[src/rtl/vdma_wr_pkg.sv]
// Shared types and AXI constants for the VDMA write burst engine.
// Holds the burst FSM state encoding and the AXI burst/response codes.
package vdma_wr_pkg;

    typedef enum logic [1:0] {
        IDLE = 2'd0,
        ADDR = 2'd1,
        DATA = 2'd2,
        RESP = 2'd3
    } state_e;

    localparam logic [1:0] AXI_BURST_INCR = 2'b01;
    localparam logic [1:0] AXI_RESP_OKAY  = 2'b00;

endpackage

[src/rtl/vdma_wr_burst_engine_if.sv]
// AXI4 write-channel bundle (AW, W, B) for the VDMA write burst engine.
// master: the engine (drives AW/W, bready); slave: the memory side.
interface vdma_wr_burst_engine_if #(
    parameter int ASIZE     = 29,
    parameter int IDSIZE    = 4,
    parameter int LSIZE     = 9,
    parameter int AXI_DSIZE = 256
) ();

    logic [IDSIZE-1:0]      axi_awid;
    logic [ASIZE-1:0]       axi_awaddr;
    logic [LSIZE-1:0]       axi_awlen;
    logic [2:0]             axi_awsize;
    logic [1:0]             axi_awburst;
    logic                   axi_awvalid;
    logic                   axi_awready;
    logic [AXI_DSIZE-1:0]   axi_wdata;
    logic [AXI_DSIZE/8-1:0] axi_wstrb;
    logic                   axi_wlast;
    logic                   axi_wvalid;
    logic                   axi_wready;
    logic [IDSIZE-1:0]      axi_bid;
    logic [1:0]             axi_bresp;
    logic                   axi_bvalid;
    logic                   axi_bready;

    modport master (
        output axi_awid, axi_awaddr, axi_awlen, axi_awsize,
        output axi_awburst, axi_awvalid,
        input  axi_awready,
        output axi_wdata, axi_wstrb, axi_wlast, axi_wvalid,
        input  axi_wready,
        input  axi_bid, axi_bresp, axi_bvalid,
        output axi_bready
    );

    modport slave (
        input  axi_awid, axi_awaddr, axi_awlen, axi_awsize,
        input  axi_awburst, axi_awvalid,
        output axi_awready,
        input  axi_wdata, axi_wstrb, axi_wlast, axi_wvalid,
        output axi_wready,
        output axi_bid, axi_bresp, axi_bvalid,
        input  axi_bready
    );

endinterface

[src/rtl/vdma_wr_addr_gen.sv]
// Frame/line/beat bookkeeping: base address, beat offset, line count,
// frame arming and completion. Ports: fsync/base/stride/geometry in;
// busy/retire from the FSM; go, len, addr and frame_done out.
module vdma_wr_addr_gen #(
    parameter int ASIZE      = 29,
    parameter int BURST_LEN  = 128,
    parameter int BYTES_LOG2 = 5
) (
    input  logic             clk_i,
    input  logic             rst_ni,
    input  logic             fsync_i,
    input  logic [ASIZE-1:0] baseaddr_i,
    input  logic [ASIZE-1:0] line_stride_i,
    input  logic [15:0]      line_beats_i,
    input  logic [15:0]      vlines_i,
    input  logic             busy_i,
    input  logic             retire_i,
    input  logic [15:0]      retire_len_i,
    output logic             go_o,
    output logic [15:0]      len_o,
    output logic [ASIZE-1:0] addr_o,
    output logic             frame_done_o
);

    logic [ASIZE-1:0] line_base_q, line_base_d;
    logic [ASIZE-1:0] sync_base_q, sync_base_d;
    logic [15:0]      beat_off_q, beat_off_d;
    logic [15:0]      line_cnt_q, line_cnt_d;
    logic             armed_q, armed_d;
    logic             sync_pend_q, sync_pend_d;
    logic [15:0]      remain;
    logic [16:0]      beat_sum;
    logic             done;
    logic             activate;

    assign remain = line_beats_i - beat_off_q;
    assign len_o  = (remain > 16'(BURST_LEN)) ? 16'(BURST_LEN) : remain;
    assign addr_o = line_base_q + (ASIZE'(beat_off_q) << BYTES_LOG2);

    // An empty geometry completes the frame on the first armed cycle.
    assign done = armed_q && (line_beats_i == 16'd0 ||
                              vlines_i == 16'd0 ||
                              line_cnt_q >= vlines_i);
    assign frame_done_o = done;
    assign go_o         = armed_q && !done;

    assign beat_sum = {1'b0, beat_off_q} + {1'b0, retire_len_i};

    // A frame sync seen mid-burst is parked until the burst retires.
    assign activate = (fsync_i && (!busy_i || retire_i)) ||
                      (retire_i && sync_pend_q);

    always_comb begin
        line_base_d = line_base_q;
        sync_base_d = sync_base_q;
        beat_off_d  = beat_off_q;
        line_cnt_d  = line_cnt_q;
        armed_d     = armed_q;
        sync_pend_d = sync_pend_q;
        if (done) begin
            armed_d = 1'b0;
        end
        if (retire_i) begin
            if (beat_sum >= {1'b0, line_beats_i}) begin
                beat_off_d  = 16'd0;
                line_base_d = line_base_q + line_stride_i;
                line_cnt_d  = line_cnt_q + 16'd1;
            end else begin
                beat_off_d = beat_sum[15:0];
            end
        end
        if (fsync_i && busy_i && !retire_i) begin
            sync_pend_d = 1'b1;
            sync_base_d = baseaddr_i;
        end
        if (activate) begin
            line_base_d = fsync_i ? baseaddr_i : sync_base_q;
            beat_off_d  = 16'd0;
            line_cnt_d  = 16'd0;
            armed_d     = 1'b1;
            sync_pend_d = 1'b0;
        end
    end

    always_ff @(posedge clk_i or negedge rst_ni) begin
        if (!rst_ni) begin
            line_base_q <= '0;
            sync_base_q <= '0;
            beat_off_q  <= '0;
            line_cnt_q  <= '0;
            armed_q     <= 1'b0;
            sync_pend_q <= 1'b0;
        end else begin
            line_base_q <= line_base_d;
            sync_base_q <= sync_base_d;
            beat_off_q  <= beat_off_d;
            line_cnt_q  <= line_cnt_d;
            armed_q     <= armed_d;
            sync_pend_q <= sync_pend_d;
        end
    end

endmodule

[src/rtl/vdma_wr_burst_engine.sv]
// VDMA write burst engine: moves FIFO words to AXI as single-outstanding
// INCR bursts, line by line. Ports: clock/reset, frame control (enable,
// fsync, geometry), FIFO (count/data/rd_en), status (frame_done,
// bresp_err, pend_in/pend_out) and the AXI write bundle `axi`.
// Optional feature macro: VDMA_WR_PEND_EN (external pend hold/report).
module vdma_wr_burst_engine
    import vdma_wr_pkg::*;
#(
    parameter int ASIZE     = 29,
    parameter int IDSIZE    = 4,
    parameter int ID        = 0,
    parameter int LSIZE     = 9,
    parameter int AXI_DSIZE = 256,
    parameter int BURST_LEN = 128
) (
    input  logic                 axi_aclk,
    input  logic                 axi_resetn,
    input  logic                 enable,
    input  logic                 fsync,
    input  logic [ASIZE-1:0]     baseaddr,
    input  logic [ASIZE-1:0]     line_stride,
    input  logic [15:0]          line_beats,
    input  logic [15:0]          vlines,
    input  logic [9:0]           fifo_count,
    input  logic [AXI_DSIZE-1:0] fifo_data,
    output logic                 fifo_rd_en,
    output logic                 frame_done,
    output logic                 bresp_err,
    input  logic                 pend_in,
    output logic                 pend_out,
    vdma_wr_burst_engine_if.master axi
);

    localparam int BYTES_LOG2 = $clog2(AXI_DSIZE / 8);

    state_e           state_q, state_d;
    logic [ASIZE-1:0] awaddr_q, awaddr_d;
    logic [LSIZE-1:0] awlen_q, awlen_d;
    logic [15:0]      len_q, len_d;
    logic [15:0]      beat_q, beat_d;
    logic             bresp_err_q, bresp_err_d;
    logic             go;
    logic [15:0]      len;
    logic [ASIZE-1:0] addr;
    logic             pend_ok;
    logic             start;
    logic             retire;
    logic             wvalid;
    logic             wlast;
    logic             unused_bid;

    vdma_wr_addr_gen #(
        .ASIZE      (ASIZE),
        .BURST_LEN  (BURST_LEN),
        .BYTES_LOG2 (BYTES_LOG2)
    ) u_addr_gen (
        .clk_i         (axi_aclk),
        .rst_ni        (axi_resetn),
        .fsync_i       (fsync),
        .baseaddr_i    (baseaddr),
        .line_stride_i (line_stride),
        .line_beats_i  (line_beats),
        .vlines_i      (vlines),
        .busy_i        (state_q != IDLE),
        .retire_i      (retire),
        .retire_len_i  (len_q),
        .go_o          (go),
        .len_o         (len),
        .addr_o        (addr),
        .frame_done_o  (frame_done)
    );

`ifdef VDMA_WR_PEND_EN
    assign pend_ok  = !pend_in;
    assign pend_out = (state_q != IDLE);
`else
    logic unused_pend;
    assign unused_pend = pend_in;
    assign pend_ok     = 1'b1;
    assign pend_out    = 1'b0;
`endif

    assign unused_bid = ^axi.axi_bid;

    // A same-cycle fsync wins over starting a burst of the old frame.
    assign start = go && !fsync && enable && pend_ok &&
                   (len != 16'd0) && ({6'd0, fifo_count} >= len);

    // W is withheld while the FIFO is empty so it can never be over-read.
    assign wvalid = (state_q == DATA) && (fifo_count != 10'd0);
    assign wlast  = (state_q == DATA) && (beat_q == len_q - 16'd1);

    assign axi.axi_awid    = IDSIZE'(ID);
    assign axi.axi_awaddr  = awaddr_q;
    assign axi.axi_awlen   = awlen_q;
    assign axi.axi_awsize  = 3'(BYTES_LOG2);
    assign axi.axi_awburst = AXI_BURST_INCR;
    assign axi.axi_awvalid = (state_q == ADDR);
    assign axi.axi_wdata   = fifo_data;
    assign axi.axi_wstrb   = '1;
    assign axi.axi_wlast   = wlast;
    assign axi.axi_wvalid  = wvalid;
    assign axi.axi_bready  = (state_q == RESP);
    assign fifo_rd_en      = wvalid && axi.axi_wready;
    assign bresp_err       = bresp_err_q;

    always_comb begin
        state_d     = state_q;
        awaddr_d    = awaddr_q;
        awlen_d     = awlen_q;
        len_d       = len_q;
        beat_d      = beat_q;
        bresp_err_d = bresp_err_q;
        retire      = 1'b0;
        unique case (state_q)
            IDLE: begin
                if (start) begin
                    state_d  = ADDR;
                    awaddr_d = addr;
                    awlen_d  = LSIZE'(len - 16'd1);
                    len_d    = len;
                end
            end
            ADDR: begin
                if (axi.axi_awready) begin
                    state_d = DATA;
                    beat_d  = 16'd0;
                end
            end
            DATA: begin
                if (fifo_rd_en) begin
                    beat_d = beat_q + 16'd1;
                    if (wlast) begin
                        state_d = RESP;
                    end
                end
            end
            RESP: begin
                if (axi.axi_bvalid) begin
                    state_d = IDLE;
                    retire  = 1'b1;
                    if (axi.axi_bresp != AXI_RESP_OKAY) begin
                        bresp_err_d = 1'b1;
                    end
                end
            end
            default: state_d = IDLE;
        endcase
    end

    always_ff @(posedge axi_aclk or negedge axi_resetn) begin
        if (!axi_resetn) begin
            state_q     <= IDLE;
            awaddr_q    <= '0;
            awlen_q     <= '0;
            len_q       <= '0;
            beat_q      <= '0;
            bresp_err_q <= 1'b0;
        end else begin
            state_q     <= state_d;
            awaddr_q    <= awaddr_d;
            awlen_q     <= awlen_d;
            len_q       <= len_d;
            beat_q      <= beat_d;
            bresp_err_q <= bresp_err_d;
        end
    end

endmodule

[src/flat_wrapper.sv]
// flat-port wrapper written by rule: the top's interface ports become plain ports
module vdma_wr_burst_engine_flat import vdma_wr_pkg::*;
#(
    parameter int ASIZE     = 29,
    parameter int IDSIZE    = 4,
    parameter int ID        = 0,
    parameter int LSIZE     = 9,
    parameter int AXI_DSIZE = 256,
    parameter int BURST_LEN = 128
)
  (axi_aclk, axi_resetn, enable, fsync, baseaddr, line_stride, line_beats, vlines, fifo_count, fifo_data, fifo_rd_en, frame_done, bresp_err, pend_in, pend_out, axi_axi_awid, axi_axi_awaddr, axi_axi_awlen, axi_axi_awsize, axi_axi_awburst, axi_axi_awvalid, axi_axi_awready, axi_axi_wdata, axi_axi_wstrb, axi_axi_wlast, axi_axi_wvalid, axi_axi_wready, axi_axi_bid, axi_axi_bresp, axi_axi_bvalid, axi_axi_bready);
  vdma_wr_burst_engine_if #(.ASIZE(ASIZE), .IDSIZE(IDSIZE), .LSIZE(LSIZE), .AXI_DSIZE(AXI_DSIZE)) axi_i ();
  input  logic axi_aclk;
  input  logic axi_resetn;
  input  logic enable;
  input  logic fsync;
  input  logic [ASIZE-1:0] baseaddr;
  input  logic [ASIZE-1:0] line_stride;
  input  logic [15:0] line_beats;
  input  logic [15:0] vlines;
  input  logic [9:0] fifo_count;
  input  logic [AXI_DSIZE-1:0] fifo_data;
  output logic fifo_rd_en;
  output logic frame_done;
  output logic bresp_err;
  input  logic pend_in;
  output logic pend_out;
  output wire logic [$bits(axi_i.axi_awid)-1:0] axi_axi_awid;
  output wire logic [$bits(axi_i.axi_awaddr)-1:0] axi_axi_awaddr;
  output wire logic [$bits(axi_i.axi_awlen)-1:0] axi_axi_awlen;
  output wire logic [$bits(axi_i.axi_awsize)-1:0] axi_axi_awsize;
  output wire logic [$bits(axi_i.axi_awburst)-1:0] axi_axi_awburst;
  output wire logic [$bits(axi_i.axi_awvalid)-1:0] axi_axi_awvalid;
  input wire logic [$bits(axi_i.axi_awready)-1:0] axi_axi_awready;
  output wire logic [$bits(axi_i.axi_wdata)-1:0] axi_axi_wdata;
  output wire logic [$bits(axi_i.axi_wstrb)-1:0] axi_axi_wstrb;
  output wire logic [$bits(axi_i.axi_wlast)-1:0] axi_axi_wlast;
  output wire logic [$bits(axi_i.axi_wvalid)-1:0] axi_axi_wvalid;
  input wire logic [$bits(axi_i.axi_wready)-1:0] axi_axi_wready;
  input wire logic [$bits(axi_i.axi_bid)-1:0] axi_axi_bid;
  input wire logic [$bits(axi_i.axi_bresp)-1:0] axi_axi_bresp;
  input wire logic [$bits(axi_i.axi_bvalid)-1:0] axi_axi_bvalid;
  output wire logic [$bits(axi_i.axi_bready)-1:0] axi_axi_bready;
  assign axi_axi_awid = axi_i.axi_awid;
  assign axi_axi_awaddr = axi_i.axi_awaddr;
  assign axi_axi_awlen = axi_i.axi_awlen;
  assign axi_axi_awsize = axi_i.axi_awsize;
  assign axi_axi_awburst = axi_i.axi_awburst;
  assign axi_axi_awvalid = axi_i.axi_awvalid;
  assign axi_i.axi_awready = axi_axi_awready;
  assign axi_axi_wdata = axi_i.axi_wdata;
  assign axi_axi_wstrb = axi_i.axi_wstrb;
  assign axi_axi_wlast = axi_i.axi_wlast;
  assign axi_axi_wvalid = axi_i.axi_wvalid;
  assign axi_i.axi_wready = axi_axi_wready;
  assign axi_i.axi_bid = axi_axi_bid;
  assign axi_i.axi_bresp = axi_axi_bresp;
  assign axi_i.axi_bvalid = axi_axi_bvalid;
  assign axi_axi_bready = axi_i.axi_bready;
  vdma_wr_burst_engine #(.ASIZE(ASIZE), .IDSIZE(IDSIZE), .ID(ID), .LSIZE(LSIZE), .AXI_DSIZE(AXI_DSIZE), .BURST_LEN(BURST_LEN)) u_core (.axi_aclk(axi_aclk), .axi_resetn(axi_resetn), .enable(enable), .fsync(fsync), .baseaddr(baseaddr), .line_stride(line_stride), .line_beats(line_beats), .vlines(vlines), .fifo_count(fifo_count), .fifo_data(fifo_data), .fifo_rd_en(fifo_rd_en), .frame_done(frame_done), .bresp_err(bresp_err), .pend_in(pend_in), .pend_out(pend_out), .axi(axi_i));
endmodule
[config.mk]
export PLATFORM = sky130hd
export DESIGN_NAME = vdma_wr_burst_engine_flat
export DESIGN_NICKNAME = d
export VERILOG_FILES = /design/src/rtl/vdma_wr_pkg.sv /design/src/rtl/vdma_wr_burst_engine_if.sv /design/src/rtl/vdma_wr_addr_gen.sv /design/src/rtl/vdma_wr_burst_engine.sv /design/src/flat_wrapper.sv
export SDC_FILE = /design/constraint.sdc
export NUM_CORES = 1
export LEC_CHECK = 0
export ABC_CLOCK_PERIOD_IN_PS = 5960
export BUFFER_PORTS_ARGS = -buffer_cell sky130_fd_sc_hd__buf_2
export CORE_AREA = 2 2 279 281
export CTS_CLUSTER_DIAMETER = 120
export DETAILED_ROUTE_END_ITERATION = 12
export DIE_AREA = 0 0 281 283
export PLACE_DENSITY = 0.44
export SLEW_MARGIN = 20
export SYNTH_ARGS = -nofsm -noshare
export SYNTH_HDL_FRONTEND = slang
export SYNTH_SLANG_ARGS = --single-unit
[constraint.sdc]
create_clock -name axi_aclk -period 5.96 [get_ports axi_aclk]
set_input_delay 0.596 -clock axi_aclk [delete_from_list [all_inputs] [get_ports axi_aclk]]
set_output_delay 0.596 -clock axi_aclk [all_outputs]
set_load 0.1 [all_outputs]
==> impl.org, run 1 <==
** Outcome
- The run finished with clean final reports.

** Finish
- Commonest non-fill, non-tap cell in the layout :: dfrtp_1
- At the end of the flow, the number of nets in the layout was 2112.
- Once layout is complete, the cells apart from fillers number 2669.
- Fill count :: 8456
- Relative area change from synthesis to final layout :: 5.04%
- In the layout the commonest cells are dfrtp_1, buf_2, ha_1, nand2_1, nor2_1.
- Final design utilization :: 20.6%
- Share of layout cells above drive strength 1 :: 19.4%

** Routing
- First drt pass iteration count :: 5
- For this block, the routed nets add up to 45700 µm of wire.
- Routed wirelength normalized by instance count :: 17.1 µm
- Final ANT Viol Nets :: 0
- In the routed layout, each cell is associated on average with a via count of 4.22.
- # DRC :: 0
- In this run, the number of DRC markers left after iteration 0 of detailed routing was 510.
- Number of vias after detailed routing :: 11266

** Setup path
- Along the worst path, the maximum fanout reaches 21.
- Arrival time at the worst endpoint :: 5930 ps
- Following the worst setup path forward leads to its endpoint at u_core.axi.axi_awaddr[28]$_DFFE_PN0P_.
- Reg-to-Reg Start :: u_core.u_addr_gen.beat_off_q[0]$_DFFE_PN0P_
- On the worst path, the slowest cell contributes a delay of 640 ps.
- Crit-path cells :: ha_1 > inv_1 > fa_1 > a21o_1 > a221o_1 > a311oi_1 > or3_1 > o211ai_1 > a311oi_4 > and3_2 > buf_4 > nand2_1 > ha_1 > o21ai_0 > o21bai_1 > a2111oi_0 > o21a_1 > or4b_2 > nor2_1 > and3_4 > buf_12 > mux2_2
- By instance count, the cell type seen most on the critical path is ha_1.
- Number of cells on the worst reg-to-reg path :: 22
- Cell count along the critical path :: 22
- Required arrival time at the worst endpoint :: 6310 ps
- By startpoint and endpoint, the worst setup path is classified as flip-flop to flip-flop.
- Dominant delay contributor by cell family on the critical path :: compound AO/OA/AOI/OAI gates
- The worst register-to-register path has a setup slack of 370 ps.
- Slowest library cell on the worst path :: or4b_2
- Type of destination of the critical path :: flip-flop
- Worst Path Buf+Inv :: 3
- The critical path starts at u_core.u_addr_gen.beat_off_q[0]$_DFFE_PN0P_.
- Startpoint type of the worst setup path :: flip-flop
- Reg2Reg Capture Point :: u_core.axi.axi_awaddr[28]$_DFFE_PN0P_

** Pwr
- Pwr/cell area :: 510 nW/µm²
- Across the VDD grid, the largest voltage drop is 0.187 mV.
- Leakage component of the power :: 0.00714 µW

** Yosys
- Per-instance average area after synthesis :: 8.83 µm²
- Counting flops with an async set or reset pin after synthesis yields a share of 100%.
- Most frequently used flop master after synthesis :: dfrtp_1
- Count of yosys warnings during synthesis :: 0
- Number of flops mapped to enable cells by yosys :: 0
- The mapped netlist covers 15000 µm².
- Synth Register Bits :: 165
- For this run, the register share of the synthesized area comes to 27.5%.
- The number of different library cells used by synthesis comes to 77.
- Synthesis produced a netlist whose cell count is 1703.

** Global route
- Initial antenna violation count :: 8
- Wire length of the first global-routing pass :: 69000 µm
- The via count of the first global-routing pass was 11493.
- Entering global routing, the biggest net connects 62 pins.
- Across every metal layer, demand over resource in global routing totals 11.4%.
- After global routing the overflow that remains totals 0.

** Floorplan
- Boundary Pins :: 713
- Chip width :: 281 µm
- Placeable core area :: 76700 µm²
- The die is 283 µm tall.
- Starting density of the core :: 19.6%
- Placement Rows :: 102
- The die covers 79500 µm².

** STA
- Clock period minus final worst setup slack :: 5590 ps
- Final setup margin :: 374 ps
- Final cycle utilization of the critical path :: 93.7%
- In this run the tightest slew margin relative to its limit is 50.7%.
- Worst-case clock skew :: 16.1 ps
- Timing would allow up to 179 MHz.
- Setup violations remaining at the end of the flow were counted as 0.
- Number of slew-limit violations in the final report :: 0
- Actual transition at the worst max-transition pin :: 740 ps
- Final count of hold timing violations :: 0
- Total Neg Setup Slack :: 0 ps
- Unrepaired setup endpoints after global routing :: no

** Job
- Across the run, the number of max-cap violations was 0.

** Worst hold path
- The tightest min-delay check is of the primary input to async pin type.

** Clock network
- Clock-pin slew of the registers on the worst-case setup and hold paths :: 70 ps
- Hold repair after CTS inserted 0 buffers.
- CTS built an H-tree with a depth of 4.
- The clock passes through at most 2 buffers.
- CTS Root Cell :: clkbuf_16
- TritonCTS built the clock tree.
- Post-CTS Setup Inserts :: 0
- Skew-Pair Late Insertion Delay :: 460 ps
- Total clock buffers created by CTS :: 17
- In this run, post-CTS repair resized a total of 0 instances.
- Total number of clock tree sinks :: 165

** Placement
- RePlAce Congestion :: 0.799
- In this run, placement finished with an instance count of 2634.
- Detailed-placement wirelength estimate :: 37100 µm
- OpenSTA, run right after detailed placement, puts the worst setup slack at -132 ps.
- Port buffering added 153 buffers.
## synthesized netlist by cell type (15+ instances only)
library cell	instances	area [µm²]
mux2i_1	37	370
and3_1	18	113
nor2b_1	21	131
a21oi_1	92	460
a21o_1	21	158
mux2_4	32	480
nand2_1	108	405
nor4_1	15	93.8
xor2_1	37	324
buf_4	299	2240
nor2_1	102	383
nand4_1	18	113
nor3_1	37	185
dfrtp_1	165	4130
o21ai_0	90	450
nand2b_1	15	93.8
ha_1	125	1560
clkbuf_1	32	120
nand3_1	34	170
mux2_2	36	405
o21a_1	22	165
xnor2_1	65	569
inv_1	97	364
## power breakdown
group          switching, µW  leakage, µW  total [µW]  internal, µW
sequential               381      0.00207        1900          1510
clock                    529     0.000316        1250           717
combinational           3190      0.00476        4920          1730
## sequential cells by signal, indices dropped and copies added, names as in the netlist
signal                         count
u_core.u_addr_gen.line_cnt_q      16
u_core.state_q                     2
u_core.axi.axi_awaddr             29
u_core.bresp_err                   1
u_core.len_q                      16
u_core.u_addr_gen.sync_base_q     29
u_core.beat_q                     16
u_core.u_addr_gen.line_base_q     29
u_core.u_addr_gen.beat_off_q      16
u_core.u_addr_gen.armed_q          1
u_core.u_addr_gen.sync_pend_q      1
u_core.axi.axi_awlen               9
## per-stage QoR
step                hold WS [ps]  total power [µW]  cell area, µm²
floorplan                    300              6440           15200
global placement             458              6790           15100
detailed placement           465              6860           15100
CTS                          140              8170           15800
global route                 157              8710           15800
finish                       126              8060           15800
## worst min path at each step
stage	startpoint	endpoint	slack, ps	cells past startpoint
floorplan	axi_resetn	u_core.axi.axi_awaddr[0]$_DFFE_PN0P_	300	0
global route	axi_resetn	u_core.u_addr_gen.sync_base_q[0]$_DFFE_PN0P_	160	1
detailed placement	u_core.bresp_err$_DFFE_PN0P_	u_core.bresp_err$_DFFE_PN0P_	460	1
CTS	axi_resetn	u_core.u_addr_gen.sync_base_q[4]$_DFFE_PN0P_	140	1
finish	axi_resetn	u_core.u_addr_gen.sync_base_q[0]$_DFFE_PN0P_	130	1
global placement	u_core.bresp_err$_DFFE_PN0P_	u_core.bresp_err$_DFFE_PN0P_	460	1
## layout make-up
class / count / area [µm²] / area share (%)
antenna: 3 / 7.51 / 0.0475
clock buffer: 18 / 429 / 2.72
clock inverter: 14 / 216 / 1.37
inverter: 97 / 364 / 2.31
multi-input combinational: 1144 / 8270 / 52.4
sequential: 165 / 4130 / 26.1
tap: 1040 / 1300 / 8.24
timing repair buffer: 188 / 1070 / 6.79
## kinds of logic (layout without fill, tap and decap cells)
kind of cell	after synthesis	after routing	synth area share, %
fa+ha+maj	129	129	10.9
simple gates	420	420	13.8
compound gates	343	343	14.6
other cells	2	47	0.0499
xor+xnor	102	102	5.94
mux	106	106	8.43
flops	165	165	27.5
buf+inv	436	317	18.8
## per-layer routing
metal / share of wire [%] / track usage, % / wire [µm] / vias to the layer above
met2: 49 / 19.8 / 22600 / 323
met1: 39 / 12.5 / 18000 / 5357
met3: 7.2 / 3.60 / 3270 / 132
met4: 3.8 / 5.48 / 1710 / 8
li1: - / - / - / 5446
met5: 0.11 / 0 / 52 / -
Power figures use the tool's default switching activity.
==> inputs of run 2 (changes only) <==
CORE_AREA = 2 2 280 282   (was 2 2 279 281)
DIE_AREA = 0 0 282 284   (was 0 0 281 283)
PLACE_DENSITY = 0.43   (was 0.44)
==> impl.org, run 2 (synthesis results as in run 1) <==
** Outcome
- Run status :: finished clean

** Floorplan
- The floorplan step defined a die boundary enclosing 80100 µm².
- Placement Rows :: 102
- The initial utilization of the core area, before any placement, comes to 19.5%.
- The region available for standard cell placement spans 77000 µm².
- For this design the top-level I/O count stands at 713.
- The floorplan step set the die height to 284 µm.
- The floorplan step set the die width to 282 µm.

** Setup path
- The worst setup path is captured at a flip-flop.
- At the worst endpoint, the required time is 6310 ps.
- Arrival time at the worst endpoint :: 5950 ps
- Type of the worst setup path :: flip-flop to flip-flop
- Worst-case register-to-register setup slack :: 360 ps
- STA classifies the critical path startpoint as a flip-flop.
- Along the worst path, the maximum fanout reaches 21.

** Routing
- Routed wirelength normalized by instance count :: 17.2 µm
- Number of vias after detailed routing :: 11229
- Using the TritonRoute via totals, the vias-per-cell ratio works out to 4.21.
- First drt pass iteration count :: 5
- Wire length reported by the detailed router :: 45900 µm
- Final ANT Viol Nets :: 0
- Initial DRC Count :: 542
- # DRC :: 0

** Finish
- At the end of the flow the core is filled with cells to 20.5%.
- Relative area change from synthesis to final layout :: 4.91%
- With fillers left out, the area of the finished cells amounts to 15800 µm².
- Footprint of the flip-flops and latches :: 4130 µm²
- Share of layout cells above drive strength 1 :: 19.4%
- Most frequent cells in the layout :: dfrtp_1, buf_2, ha_1, nand2_1, nor2_1
- Fill count :: 8483
- Area of the multi-input gates :: 8270 µm²
- For this run, the post-layout net count is 2111.
- The library cell used most frequently in the layout, excluding fill and tap cells, is dfrtp_1.

** Placement
- Dpl ws :: -76.0 ps
- The wire-length estimate of the detail-placed layout is 36600 µm.
- Total of buffers placed on input and output ports :: 153
- Area of placed instances :: 15100 µm²
- RePlAce Congestion :: 0.801

** Global route
- Via count of the first global-routing pass :: 11304
- Met3 Resource Use GR :: 2.99%
- GRT Total Usage :: 11.3%
- Global routing consumed, on the met2 layer, 19.3% of the routing resources.
- Global Route met1 Usage :: 13.2%
- Initial antenna violation count :: 8
- Entering global routing, the biggest net connects 61 pins.
- The first global-routing pass estimated 68600 µm of wire.
- Layer with the highest usage after global routing :: met2
- Total overflow reported by the global router :: 0

** Pwr
- The clock network accounts for 15.5% of the total power.
- Leakage component of the power :: 0.00714 µW
- In this run switching power makes up 51.0% of total power.
- Gate power share :: 60.8%
- Total power for the finished layout comes to 8040 µW.
- Max VDD drop :: 0.200 mV
- Share of power burned in registers :: 23.7%
- P_sw :: 4100 µW
- Dividing total power by cell area gives a power density of 510 nW/µm².
- P_int :: 3940 µW

** Clock network
- Post-CTS Setup Inserts :: 0
- In this run, CTS created clock tree buffers numbering 17.
- Clock tree from TritonCTS :: built
- The clock reaches the later pin of the worst-skew pair after 470 ps.
- The clock tree synthesis step divided the H-tree into 4 levels.
- Clock-pin slew was measured on the worst setup and hold paths at 70 ps.
- Worst-case clock buffer depth :: 2
- Total number of clock tree sinks :: 165
- CTS Root Cell :: clkbuf_16

** STA
- On the final layout, the worst clock skew is 17.3 ps.
- Number of slew-limit violations in the final report :: 0
- Once routing completed, OpenROAD measured the worst setup slack at 364 ps.
- Highest clock frequency the design can meet :: 179 MHz
- Worst hold slack :: 93.6 ps
- Unrepaired setup endpoints after global routing :: no
- After layout, the worst path uses 93.9% of the clock period.
- In this run the tightest slew margin relative to its limit is 43.9%.
- The count of final hold-check violations came to 0.
- For the pin with the worst max-slew slack, the measured transition is 841 ps.
- # setup viols final :: 0
- Clock period minus final worst setup slack :: 5600 ps

** Job
- Across the run, the number of max-cap violations was 0.

** Worst hold path
- Hold Crit Class :: primary input to async pin
[run 2: path summary, 6_finish.rpt]
path,from,to,cells after the start
setup / recovery,u_core.u_addr_gen.beat_off_q[4]$_DFFE_PN0P_,u_core.axi.axi_awaddr[28]$_DFFE_PN0P_,21
max in group asynchronous,axi_resetn,u_core.axi.axi_awlen[5]$_DFFE_PN0P_,2
hold reg to reg,u_core.bresp_err$_DFFE_PN0P_,u_core.bresp_err$_DFFE_PN0P_,1
setup reg to reg,u_core.u_addr_gen.beat_off_q[4]$_DFFE_PN0P_,u_core.axi.axi_awaddr[28]$_DFFE_PN0P_,21
min in group axi_aclk,baseaddr[15],u_core.u_addr_gen.sync_base_q[15]$_DFFE_PN0P_,2
hold / removal,axi_resetn,u_core.u_addr_gen.sync_base_q[3]$_DFFE_PN0P_,1
[run 2: power groups by stage]
stage,registers (µW),logic [µW],clock network [µW]
final,1910,4890,1240
after global routing,1980,5390,1330
after CTS,1930,4920,1290
after detailed placement,1950,4900,0
after global placement,1940,4850,0
after floorplan,2590,3850,0
[run 2: cell type report]
class                   instances  share of cell area (%)
diodes                          1                  0.0159
clock buffers                  19                    2.87
clock inverters                13                    1.18
inverters                      97                    2.31
multi-input cells            1144                    52.4
flip-flops and latches        165                    26.2
well taps                    1040                    8.25
repair buffers                187                    6.75
[run 2: through the flow]
step                std cells  setup TNS, ps
floorplan                1745              0
global placement         2633           -613
detailed placement       2633          -1340
CTS                      2665              0
global route             2666              0
finish                   2666              0
[run 2: critical path, cell delays in order (launching register included)]
cell and delay (ps):
dfrtp_1 450, inv_1 110, ha_2 330, a2111o_1 430, a31o_1 270, nand3_1 140, nor4b_1 270, o211ai_1 190
a311oi_4 340, buf_4 200, nand4_1 150, ha_1 320, o21a_1 120, o21ai_0 70, o21bai_1 150, a2111oi_0 120
o21a_1 170, or4b_2 640, nor2_1 130, and3_4 280, buf_12 210, mux2_2 350
[run 2: what timing repair did]
item,in CTS,in global routing
resized for setup,0,3
endpoints found under the setup margin,0,35
hold buffers,0,0
[run 2: layer usage]
metal / routed length (µm) / vias up
li1: - / 5446
met2: 22500 / 324
met3: 2820 / 119
met4: 1570 / 6
met1: 18900 / 5334
met5: 41 / -
==> inputs of run 3 (changes only) <==
BUFFER_PORTS_ARGS = -buffer_cell sky130_fd_sc_hd__buf_4   (was -buffer_cell sky130_fd_sc_hd__buf_2)
==> impl.org, run 3 (synthesis results as in run 1) <==
** STA
- Number of slew-limit violations in the final report :: 0
- Setup violations remaining at the end of the flow were counted as 0.
- Final count of hold timing violations :: 0
- Highest clock frequency the design can meet :: 179 MHz
- Actual transition at the worst max-transition pin :: 712 ps
- Worst-case clock skew :: 14.8 ps
- Of the available clock period, the critical path in the final layout requires 93.8%.
- The worst pin sits at a relative slew slack of 52.5%.
- Unrepaired setup endpoints after global routing :: no
- Clock period minus final worst setup slack :: 5590 ps
- Summed over all failing endpoints, the final setup total negative slack is 0 ps.

** Worst hold path
- The tightest min-delay check is of the primary input to async pin type.

** Finish
- Leaving out fill and tap cells, the most frequent cell in the layout is buf_4.
- Of the cells placed in the final design, the portion with a size suffix greater than 1 is 19.3%.
- Final design utilization :: 21.0%
- The finished layout holds 2665 standard cells, fillers aside.
- Most frequent cells in the layout :: buf_4, dfrtp_1, ha_1, nand2_1, nor2_1
- The layout has 8389 filler cells.
- Footprint of the flip-flops and latches :: 4130 µm²
- Area of the multi-input gates :: 8280 µm²
- Final #Nets :: 2110
- Relative area change from synthesis to final layout :: 7.31%

** Routing
- In the routed layout, each cell is associated on average with a via count of 4.23.
- The detailed router finished its first iteration with 508 violations.
- Wire length reported by the detailed router :: 46300 µm
- Number of vias after detailed routing :: 11260
- Before antenna repair, the detailed router went through 4 iterations.
- For this run, design rule violations remaining after detail routing come to 0.
- After detailed routing, the average wire length per cell comes to 17.4 µm.
- Final ANT Viol Nets :: 0

** Clock network
- The root buffer cell chosen for the clock tree is clkbuf_16.
- Deepest level of the CTS H-tree :: 4
- Skew-Pair Late Insertion Delay :: 470 ps
- Clock-pin slew was measured on the worst setup and hold paths at 70 ps.
- Post-CTS Setup Inserts :: 0
- For this design, the sink count on the clock tree is 165.
- Worst-case clock buffer depth :: 2
- Resized Gates After CTS :: 0
- Hold-fix buffers, CTS :: 0
- Clock tree from TritonCTS :: built
- Total clock buffers created by CTS :: 17

** Setup path
- Maximum fanout along the worst path :: 18
- At the worst endpoint, the arrival time is 5950 ps.
- The critical path is of the flip-flop to flip-flop type.
- The worst setup path is launched from a flip-flop.
- Required arrival time at the worst endpoint :: 6310 ps
- The worst setup path is captured at a flip-flop.

** Floorplan
- Starting density of the core :: 19.5%
- The region available for standard cell placement spans 77000 µm².
- Chip width :: 282 µm
- Placement Rows :: 102
- Boundary Pins :: 713
- Die H :: 284 µm
- Die area :: 80100 µm²

** Global route
- The first global-routing pass estimated 69900 µm of wire.
- The via count of the first global-routing pass came to 11402.
- Pin count of the biggest net entering global routing :: 117
- Across every metal layer, demand over resource in global routing totals 11.5%.
- Total overflow reported by the global router :: 0
- The initial antenna violation count was 4.

** Placement
- Total of buffers placed on input and output ports :: 153
- After detailed placement, the design holds a cell count of 2632.
- RePlAce Congestion :: 0.800
- Detailed-placement wirelength estimate :: 36900 µm

** Pwr
- The design draws 8090 µW.
- Max VDD drop :: 0.204 mV
- In this run the static leakage power is 0.00724 µW.
- Pwr/cell area :: 501 nW/µm²

** Job
- Total of max-cap violations :: 0

** Outcome
- Run status :: finished clean
[run 3: cell count changes in the layout (fill, tap and decap cells not counted), sizes merged]
cell / previous run / this run
buf: 187 / 186
bufinv: 3 / 2
clkinv: 3 / 2
inv: 104 / 106
[run 3: path summary, 6_finish.rpt]
path / from / to / slack (ps) / depth (start not counted)
hold / removal: axi_resetn / u_core.u_addr_gen.sync_base_q[2]$_DFFE_PN0P_ / 80 / 1
max in group asynchronous: axi_resetn / u_core.u_addr_gen.beat_off_q[9]$_DFFE_PN0P_ / 4820 / 2
setup / recovery: u_core.u_addr_gen.beat_off_q[2]$_DFFE_PN0P_ / u_core.axi.axi_awaddr[28]$_DFFE_PN0P_ / 370 / 22
hold reg to reg: u_core.bresp_err$_DFFE_PN0P_ / u_core.bresp_err$_DFFE_PN0P_ / 480 / 1
min in group axi_aclk: axi_axi_bresp[0] / u_core.bresp_err$_DFFE_PN0P_ / 370 / 3
setup reg to reg: u_core.u_addr_gen.beat_off_q[2]$_DFFE_PN0P_ / u_core.axi.axi_awaddr[28]$_DFFE_PN0P_ / 370 / 22
[run 3: worst max-delay path, stage by stage (launching register included)]
cell       delay (ps)
dfrtp_1           460
inv_1             100
ha_1              240
or2_2             310
o21ai_1           220
a21oi_1           170
o41ai_2           340
buf_4             180
mux2_2            380
a21oi_1           170
and3_1            250
nand2_1           100
ha_1              320
o21a_1            100
o21ai_0            60
o21bai_1          130
a2111oi_0         110
o21a_1            180
or4b_2            650
nor2_1            120
and3_4            300
buf_12            210
mux2_2            350
[run 3: final cells by class]
cell class	instances	area share, %
clock inverters	13	0.977
diodes	1	0.0155
inverters	97	2.26
well taps	1040	8.06
multi-input cells	1144	51.3
repair buffers	186	9.06
flip-flops and latches	165	25.6
clock buffers	19	2.75
[run 3: power breakdown]
part	switching (µW)	internal [µW]	total [µW]	leakage, µW
Combinational	3170	1820	4990	0.00487
Clock	548	644	1190	0.000298
Sequential	396	1510	1910	0.00207
[run 3: layer usage]
metal / global-route usage (%) / part of all wire [%]
met5: 0 / 0.058
met4: 5.45 / 3.8
met3: 3.21 / 6.3
met2: 19.7 / 50
met1: 13.2 / 40
[run 3: stage by stage]
stage	worst slack (ps)	hold WS [ps]	instance area (µm²)
2_1_floorplan	435	300	15200
3_3_place_gp	-45.6	483	15500
3_5_place_dp	-54.5	470	15500
4_1_cts	256	68.4	16100
5_1_grt	26.4	99.6	16100
6_report	367	76.2	16100
